### config.mk
export PLATFORM = sky130hd
export DESIGN_NAME = xor_checksum_unit_flat
export DESIGN_NICKNAME = d
export VERILOG_FILES = /design/src/rtl/xor_checksum_unit_if.sv /design/src/rtl/xor_checksum_unit.sv /design/src/flat_wrapper.sv
export SDC_FILE = /design/constraint.sdc
export NUM_CORES = 1
export LEC_CHECK = 0
export ABC_AREA = 1
export CORE_MARGIN = 4
export CORE_UTILIZATION = 57
export CTS_BUF_LIST = sky130_fd_sc_hd__clkbuf_8 sky130_fd_sc_hd__clkbuf_16
export DETAILED_ROUTE_END_ITERATION = 10
export DONT_BUFFER_PORTS = 1
export HOLD_SLACK_MARGIN = 0.05
export PLACE_DENSITY = 0.72
export SETUP_SLACK_MARGIN = 0.15
export SYNTH_ARGS = -nofsm -noshare
export SYNTH_HDL_FRONTEND = slang
export SYNTH_SLANG_ARGS = --single-unit
### constraint.sdc
create_clock -name clk -period 1.8 [get_ports clk]
set_clock_uncertainty 0.1 [all_clocks]
set_input_delay 0.36 -clock clk [delete_from_list [all_inputs] [get_ports clk]]
set_output_delay 0.36 -clock clk [all_outputs]
set_load 0.01 [all_outputs]
### src/rtl/xor_checksum_unit_if.sv
// Word-in / result-out handshake bundle for xor_checksum_unit.
// The master modport faces the word source and result consumer; slave is the unit.
interface xor_checksum_unit_if #(
  parameter int WIDTH   = 16,
  parameter int MAX_LEN = 256
);
  localparam int CW = $clog2(MAX_LEN + 1);

  logic [WIDTH-1:0] in_data;
  logic             in_valid;
  logic             in_last;
  logic             in_mode;
  logic             in_ready;
  logic [WIDTH-1:0] out_data;
  logic [CW-1:0]    out_count;
  logic             out_overflow;
  logic             out_valid;
  logic             out_ready;

  modport master (
    output in_data, in_valid, in_last, in_mode, out_ready,
    input  in_ready, out_data, out_count, out_overflow, out_valid
  );

  modport slave (
    input  in_data, in_valid, in_last, in_mode, out_ready,
    output in_ready, out_data, out_count, out_overflow, out_valid
  );
endinterface

### src/rtl/xor_checksum_unit.sv
// Streaming XOR reduction over valid/ready packets: reports a WIDTH-bit checksum
// or a single parity bit, together with a saturating word count and overflow flag.
module xor_checksum_unit #(
  parameter int WIDTH   = 16,
  parameter int MAX_LEN = 256
) (
  input  logic              clk,
  input  logic              reset,
  xor_checksum_unit_if.slave bus
);
  localparam int CW = $clog2(MAX_LEN + 1);

  typedef enum logic [1:0] {
    IDLE  = 2'd0,
    ACCUM = 2'd1,
    DONE  = 2'd2
  } state_t;

  state_t           state;
  state_t           state_nxt;

  logic [WIDTH-1:0] acc;
  logic [CW-1:0]    count;
  logic             ovf;
  logic             mode_r;

  logic [WIDTH-1:0] res_data;
  logic [CW-1:0]    res_count;
  logic             res_ovf;

  logic             in_ready_c;
  logic             accept;
  logic             first;
  logic             sat;
  logic [WIDTH-1:0] acc_nxt;
  logic [CW-1:0]    cnt_nxt;
  logic             ovf_nxt;
  logic             mode_nxt;

  // Reset masks in_ready combinationally so no word is taken during reset.
  assign in_ready_c = !reset && (state != DONE);
  assign accept     = bus.in_valid && in_ready_c;

  always_comb begin
    state_nxt = state;
    unique case (state)
      IDLE: begin
        if (accept) begin
          state_nxt = bus.in_last ? DONE : ACCUM;
        end
      end
      ACCUM: begin
        if (accept && bus.in_last) begin
          state_nxt = DONE;
        end
      end
      DONE: begin
        if (bus.out_ready) begin
          state_nxt = IDLE;
        end
      end
      default: state_nxt = IDLE;
    endcase
  end

  always_ff @(posedge clk) begin
    if (reset) begin
      state <= IDLE;
    end else begin
      state <= state_nxt;
    end
  end

  // Values the packet state takes if the current beat is accepted; the first
  // word of a packet restarts everything instead of folding into old state.
  always_comb begin
    first    = (state == IDLE);
    sat      = !first && (count == CW'(MAX_LEN));
    acc_nxt  = first ? bus.in_data : (acc ^ bus.in_data);
    mode_nxt = first ? bus.in_mode : mode_r;
    if (first) begin
      cnt_nxt = CW'(1);
    end else if (sat) begin
      cnt_nxt = count;
    end else begin
      cnt_nxt = count + CW'(1);
    end
    ovf_nxt = first ? 1'b0 : (ovf | sat);
  end

  always_ff @(posedge clk) begin
    if (reset) begin
      acc       <= '0;
      count     <= '0;
      ovf       <= 1'b0;
      mode_r    <= 1'b0;
      res_data  <= '0;
      res_count <= '0;
      res_ovf   <= 1'b0;
    end else if (accept) begin
      acc    <= acc_nxt;
      count  <= cnt_nxt;
      ovf    <= ovf_nxt;
      mode_r <= mode_nxt;
      if (bus.in_last) begin
        res_data  <= mode_nxt ? {{(WIDTH-1){1'b0}}, ^acc_nxt} : acc_nxt;
        res_count <= cnt_nxt;
        res_ovf   <= ovf_nxt;
      end
    end
  end

  assign bus.in_ready     = in_ready_c;
  assign bus.out_valid    = (state == DONE);
  assign bus.out_data     = res_data;
  assign bus.out_count    = res_count;
  assign bus.out_overflow = res_ovf;
endmodule

### src/flat_wrapper.sv
// flat-port wrapper written by rule: the top's interface ports become plain ports
module xor_checksum_unit_flat 
#(
  parameter int WIDTH   = 16,
  parameter int MAX_LEN = 256
)
  (clk, reset, bus_in_data, bus_in_valid, bus_in_last, bus_in_mode, bus_out_ready, bus_in_ready, bus_out_data, bus_out_count, bus_out_overflow, bus_out_valid);
  xor_checksum_unit_if #(.WIDTH(WIDTH), .MAX_LEN(MAX_LEN)) bus_i ();
  input  logic clk;
  input  logic reset;
  input wire logic [$bits(bus_i.in_data)-1:0] bus_in_data;
  input wire logic [$bits(bus_i.in_valid)-1:0] bus_in_valid;
  input wire logic [$bits(bus_i.in_last)-1:0] bus_in_last;
  input wire logic [$bits(bus_i.in_mode)-1:0] bus_in_mode;
  input wire logic [$bits(bus_i.out_ready)-1:0] bus_out_ready;
  output wire logic [$bits(bus_i.in_ready)-1:0] bus_in_ready;
  output wire logic [$bits(bus_i.out_data)-1:0] bus_out_data;
  output wire logic [$bits(bus_i.out_count)-1:0] bus_out_count;
  output wire logic [$bits(bus_i.out_overflow)-1:0] bus_out_overflow;
  output wire logic [$bits(bus_i.out_valid)-1:0] bus_out_valid;
  assign bus_i.in_data = bus_in_data;
  assign bus_i.in_valid = bus_in_valid;
  assign bus_i.in_last = bus_in_last;
  assign bus_i.in_mode = bus_in_mode;
  assign bus_i.out_ready = bus_out_ready;
  assign bus_in_ready = bus_i.in_ready;
  assign bus_out_data = bus_i.out_data;
  assign bus_out_count = bus_i.out_count;
  assign bus_out_overflow = bus_i.out_overflow;
  assign bus_out_valid = bus_i.out_valid;
  xor_checksum_unit #(.WIDTH(WIDTH), .MAX_LEN(MAX_LEN)) u_core (.clk(clk), .reset(reset), .bus(bus_i));
endmodule
**Word level (Yosys, flattened, before mapping)**

Cells that the tools add are included.

- $add $sub $neg: 1
- Equal/unequal tests: 7
- Multiplexer cells: 11
- Bitwise logic cells: 2
- Reduce and logical (&&, ||, !) cells: 10

Operator list:

| cell | count |
|---|---|
| 16-bit two-way mux | 2 |
| 9-bit two-way mux | 2 |
| 16-bit XOR reduction | 1 |
| 16-bit bitwise XOR | 1 |
| 9-bit by 1-bit adder with 9-bit output (second input constant) | 1 |
| 9-bit equality test (second input constant) | 1 |
| 2-bit two-way mux | 4 |
| 2-bit case mux with 3 select lines | 1 |
| 1-bit logical AND | 4 |
| 2-bit by 1-bit != test with 1-bit output (second input constant) | 2 |
| 2-bit != test (second input constant) | 2 |
| 3-bit AND reduction | 1 |
| 2-bit by 1-bit equality test with 1-bit output (second input constant) | 1 |
| 2-bit equality test (second input constant) | 1 |
| 1-bit zero test | 2 |
| 2-bit zero test | 1 |
| 1-bit two-way mux | 2 |
| 2-bit AND reduction | 1 |
| 1-bit OR | 1 |

- Register bits after elaboration: 55
- Bits of input ports: 22
- Output and inout bits: 28
- Word-level logic and storage cells: 39

**Longest topological paths before layout**

- Word-level depth: 6
- Depth in mapped cells: 17
- Depth with buffers taken out: 16

**Worst setup path after synthesis**

OpenSTA, ideal clock, no wires.

- Kind: register -> register
- Start: reg u_core.state[1]
- End: reg u_core.res_data[0] (netlist: u_core.bus.out_data[0])
- Setup time: 131 ps
- Arrival: 1459 ps
- Data required time: 1569 ps
- Setup slack: 110 ps
- Cell stages (with the launch flop): 15
- Path buffers: 2
- Period minus slack after synthesis: 1690 ps
- Path through: dfxtp_1 inv_2 nand2_4 buf_6 clkbuf_8 a21oi_1 nand2_1 nand2_1 nor2_1 nor2_2 nand2_1 nand2_1 nand2_1 nand3_2 a21oi_2

- Longest elaborated chain between the ends: 4
- Elaborated cells between the ends (all ways): 9
- Those cells by class: eq/ne (1); mux (3); reduce/logical (5)

Ends and longest elaborated chain:

| what | RTL line | text |
|---|---|---|
| start: declaration | xor_checksum_unit.sv:19 | `state_t state;` |
| start signal: assignment | xor_checksum_unit.sv:70 | `state <= state_nxt;` |
| 2-bit zero test / 2-bit != test (equally long branches) | xor_checksum_unit.sv:77, xor_checksum_unit.sv:41 |  |
| 16-bit two-way mux / 1-bit logical AND (equally long branches) | xor_checksum_unit.sv:79, xor_checksum_unit.sv:41 |  |
| 16-bit XOR reduction / 1-bit logical AND (equally long branches) | xor_checksum_unit.sv:106, xor_checksum_unit.sv:42 |  |
| 16-bit two-way mux / 2-bit AND reduction (equally long branches) | n/a |  |
| end signal: assignment | xor_checksum_unit.sv:106 | `res_data <= mode_nxt ? {{(WIDTH-1){1'b0}}, ^acc_nxt} : acc_nxt;` |
| end: declaration | xor_checksum_unit.sv:27 | `logic [WIDTH-1:0] res_data;` |

Several ways; a longest one is shown, not always the timed one.
A chain may end at the register's enable or synchronous reset.

**Worst setup path in the final report**

Ends and elaborated chain as after synthesis.

==> results by group <==
Timing
  • Final setup slack of the worst path: -0.00545 ns
  • Setup TNS after final layout: -0.00545 ns
  • Post-layout min period: around 1.8 ns
  • Transition at the pin with the smallest max-transition slack: about 0.31 ns
  • Final hold violation count: 0
  • Top achievable clock speed: 554 MHz
  • Worst relative slew slack: 79.0%
  • Unrepaired setup endpoints after global routing: yes
  • Final Max Slew Viols: 0
  • Final number of setup-violating endpoints: 1
  • Final worst path period share: 100%
  • Hold slack: around 0.0081 ns

Layout
  • Number of antenna cells inserted: 0
  • Reg area: 0.00111 mm^2
  • Total Nets Final: 517
  • Layout cell share with drive strength beyond 1: between 20 and 30%
  • Post-route insts no fill: 561
  • Fillcell total: approximately 400
  • Total area of multi-input combinational cells: 0.00179 mm^2
  • Synth-to-Final Area Change: 25.5%
  • Final instance area: about 0.0037 mm^2

Floorplanning
  • Starting density of the core: about three fifths
  • Height of the die: approximately 80 um
  • Full die area: 0.00642 mm^2
  • Row Count: 25
  • Die boundary width: ~80 um
  • Core outline area: slightly below 0.005 mm^2
  • Num ports: 50

Worst setup path
  • Critical setup path kind: flip-flop to flip-flop
  • Worst Path Max Fanout: 9
  • Required time at the worst-slack endpoint: about 1.9 ns
  • Register-to-register setup slack: -0.005 ns
  • Critical path capture point: u_core.bus.out_data[0]
  • Worst R2R Start: u_core.state[1]
  • Worst reg-to-reg path cell count: 13
  • Critical path endpoint category: flip-flop
  • Data arrival time of the critical path: around 1.9 ns
  • Crit. Startpoint: u_core.state[1]
  • Setup crit start kind: flip-flop
  • Capture instance of the worst register-to-register path: u_core.bus.out_data[0]

Placement
  • Placed cell area: 0.00322 mm^2
  • Dpl cells: approximately 540
  • Worst setup timing slack at the placement stage: -0.109 ns
  • Count of buffers from port buffering: 0
  • Detailed placement HPWL: around 5000 um
  • Routability-driven placement congestion ratio: 0.779

Global route
  • Global-route wire length before repair: approximately 12000 um
  • Leftover overflow at the end of global routing: 0
  • Via count of the first global-routing pass: approximately 2800
  • Maximum number of pins on one net before global-route repair: 37
  • Initial antenna violation count: 0
  • Overall global routing resource usage: between 20% and 30%

Yosys
  • Top-count cell post-synth: sky130_fd_sc_hd__nand2_1
  • List of most frequent post-synthesis cells: 147 x sky130_fd_sc_hd__nand2_1, 55 x sky130_fd_sc_hd__dfxtp_1, 43 x sky130_fd_sc_hd__inv_1, 41 x sky130_fd_sc_hd__o21ai_0, 36 x sky130_fd_sc_hd__a21oi_1
  • Post-synthesis cell type with the largest combined area: sky130_fd_sc_hd__dfxtp_1
  • Dominant combinational cell family by area after synthesis: simple AND/OR/NAND/NOR gates
  • Top FF cell, synth: sky130_fd_sc_hd__dfxtp_1
  • Xor and xnor fraction of the mapped netlist area: under 10%
  • Syn Std Cell Area: approximately 0.0030 mm^2
  • Mux contribution to synthesized area: 0%
  • Number of distinct standard cells referenced by the synthesized netlist: 34
  • Post-synthesis sequential element count: between 50 and 60
  • Share of the synthesized area in the top cell type: 37.2%
  • Cell types occupying the most area after synthesis: sky130_fd_sc_hd__dfxtp_1 37%, sky130_fd_sc_hd__nand2_1 19%, sky130_fd_sc_hd__o21ai_0 6.9%
  • Net Count, Synth: ~480
  • Fraction of the mapped netlist area in adder cells: 0.845%
  • Complex-gate fraction of the synthesized area: between 10% and 20%
  • Synth Area per Inst: 6.54 um^2
  • Part of the Yosys area used for sequential elements: 37.2%
  • Async set-reset flop share out of synthesis: 0%
  • Cells after synthesis: ~450
  • Synthesis Warnings: 0
  • Number of synthesized flops with an enable pin: 0
  • Basic-gate share of the synthesized area counting and, or, nand and nor cells: 33.4%

Route
  • Average vias per placed instance: ~5.3
  • Final routed wire length divided by cell count: roughly 14 um
  • Count of vias placed by the detailed router: between 2000 and 3000
  • DRC errors left: 0
  • TritonRoute pass-1 iters: 5
  • Number of routed nets with antenna violations: 0
  • Total wire length: 7710 um
  • Initial drt markers: roughly 150

Clock network
  • Num CTS Buffers: 5
  • Clock root buffer: sky130_fd_sc_hd__clkbuf_8
  • Clock sinks: 55
  • Clock network latency to the later pin of the worst-skew pair: roughly 0.30 ns
  • H-tree levels: 2
  • Longest Clk Path Bufs: 2
  • TritonCTS clock tree: built
  • Post-CTS clock slew at the launch and capture registers of the worst setup and hold paths: approximately 0.10 ns

Power and ir drop
  • Switch share: roughly 30%
  • Net switching power: 0.789 mW
  • Internal: 1.85 mW
  • Share of total power in the clock network: roughly 28%
  • Worst vdd rail ir drop: 0.000577 V
  • Cell area power density: 711 mW/mm^2
  • Combinational share of power: between 20 and 25%
  • Pleak: roughly 1.6 nW
  • Proportion of power drawn by flip-flops and latches: between 50% and 60%

Outcome
  • Outcome: finished with violations
  • Violations in the final reports: negative setup slack

Job
  • Number of maximum-capacitance constraint violations: 0

Worst hold path
  • Worst hold-check path type: input port to flip-flop
==> timing repair <==
action                     4_1_cts  5_1_grt
cloned                           1        2
gates resized for setup         25       58
setup endpoints to repair       39       54
hold endpoints to repair        20       21
pin swaps                        3       20
buffers inserted                 2       10
==> power by group through the flow <==
stage | registers (mW) | logic (mW) | clock network (mW)
global route | 1.33 | 0.649 | 0.805
finish | 1.33 | 0.583 | 0.734
global placement | 1.35 | 0.462 | 0
CTS | 1.32 | 0.510 | 0.747
floorplan | 1.34 | 0.362 | 0
detailed placement | 1.35 | 0.474 | 0
==> worst min path at each step <==
stage / depth (start not counted) / startpoint / to / slack (ns)
floorplan: 2 / u_core.ovf / u_core.ovf / 0.35
global placement: 1 / reset / u_core.bus.out_data[0] / 0.33
detailed placement: 1 / reset / u_core.bus.out_data[0] / 0.33
CTS: 1 / reset / u_core.bus.out_data[0] / -0.003
global route: 1 / reset / u_core.bus.out_data[0] / -0.01
finish: 1 / reset / u_core.bus.out_data[0] / 0.008
==> worst max-delay path, cell delays in order, from the launching register on <==
cell,delay [ns]
sky130_fd_sc_hd__dfxtp_4,0.37
sky130_fd_sc_hd__inv_8,0.10
sky130_fd_sc_hd__nand2_8,0.09
sky130_fd_sc_hd__nand2_1,0.16
sky130_fd_sc_hd__xor2_2,0.22
sky130_fd_sc_hd__nand2_1,0.09
sky130_fd_sc_hd__nand2_1,0.11
sky130_fd_sc_hd__nand2_1,0.06
sky130_fd_sc_hd__nand2_1,0.09
sky130_fd_sc_hd__nand2_1,0.06
sky130_fd_sc_hd__nand2_1,0.07
sky130_fd_sc_hd__nand2_1,0.07
sky130_fd_sc_hd__nand3_2,0.06
sky130_fd_sc_hd__a21oi_2,0.04
==> state kept, by name, indices dropped and copies added (netlist names) <==
name / cells
u_core.bus.out_overflow: 1
u_core.bus.out_count: 9
u_core.acc: 16
u_core.bus.out_data: 16
u_core.state: 2
u_core.ovf: 1
u_core.count: 9
u_core.mode_r: 1
==> placed cells by master, fill, tap and decap left out, types with 8 or more instances in the layout <==
cell / n
sky130_fd_sc_hd__buf_4: 45
sky130_fd_sc_hd__a21oi_1: 32
sky130_fd_sc_hd__nor2_1: 18
sky130_fd_sc_hd__nand3_1: 20
sky130_fd_sc_hd__nor2_2: 11
sky130_fd_sc_hd__nand2_2: 14
sky130_fd_sc_hd__o21ai_1: 8
sky130_fd_sc_hd__nand2_1: 140
sky130_fd_sc_hd__o21ai_0: 34
sky130_fd_sc_hd__inv_1: 40
sky130_fd_sc_hd__dfxtp_1: 51
==> cells by family after synthesis <==
| group | Yosys count |
|---|---|
| AOI/OAI and AO/OA | 92 |
| adders and majority gates | 2 |
| buffers and inverters | 69 |
| and+or+nand+nor | 230 |
| xor gates and xnor gates | 5 |
| DFF | 55 |
==> routing by layer <==
| layer | routed length, um | vias up | track usage (%) | share of wire, % |
|---|---|---|---|---|
| li1 | - | 1544 | - | - |
| met1 | 3340 | 1356 | 28.4 | 43 |
| met2 | 3820 | 73 | 42.6 | 50 |
| met3 | 444 | 11 | 4.60 | 5.8 |
| met4 | 102 | 0 | 7.43 | 1.3 |
| met5 | 0 | - | 0 | 0 |
==> per-stage QoR <==
stage,power [mW],utilization [%]
after floorplan,1.70,-
after global placement,1.81,66.0
after detailed placement,1.82,66.0
after CTS,2.58,70.7
after global routing,2.79,76.2
final,2.64,76.2
==> layout make-up <==
cell class | instances | share of cell area (%)
inverters | 49 | 5.75
well taps | 67 | 2.25
clock inverters | 1 | 0.101
flip-flops and latches | 55 | 29.9
multi-input cells | 331 | 48.2
repair buffers | 51 | 11.1
clock buffers | 7 | 2.59
Power figures use the tool's default switching activity.
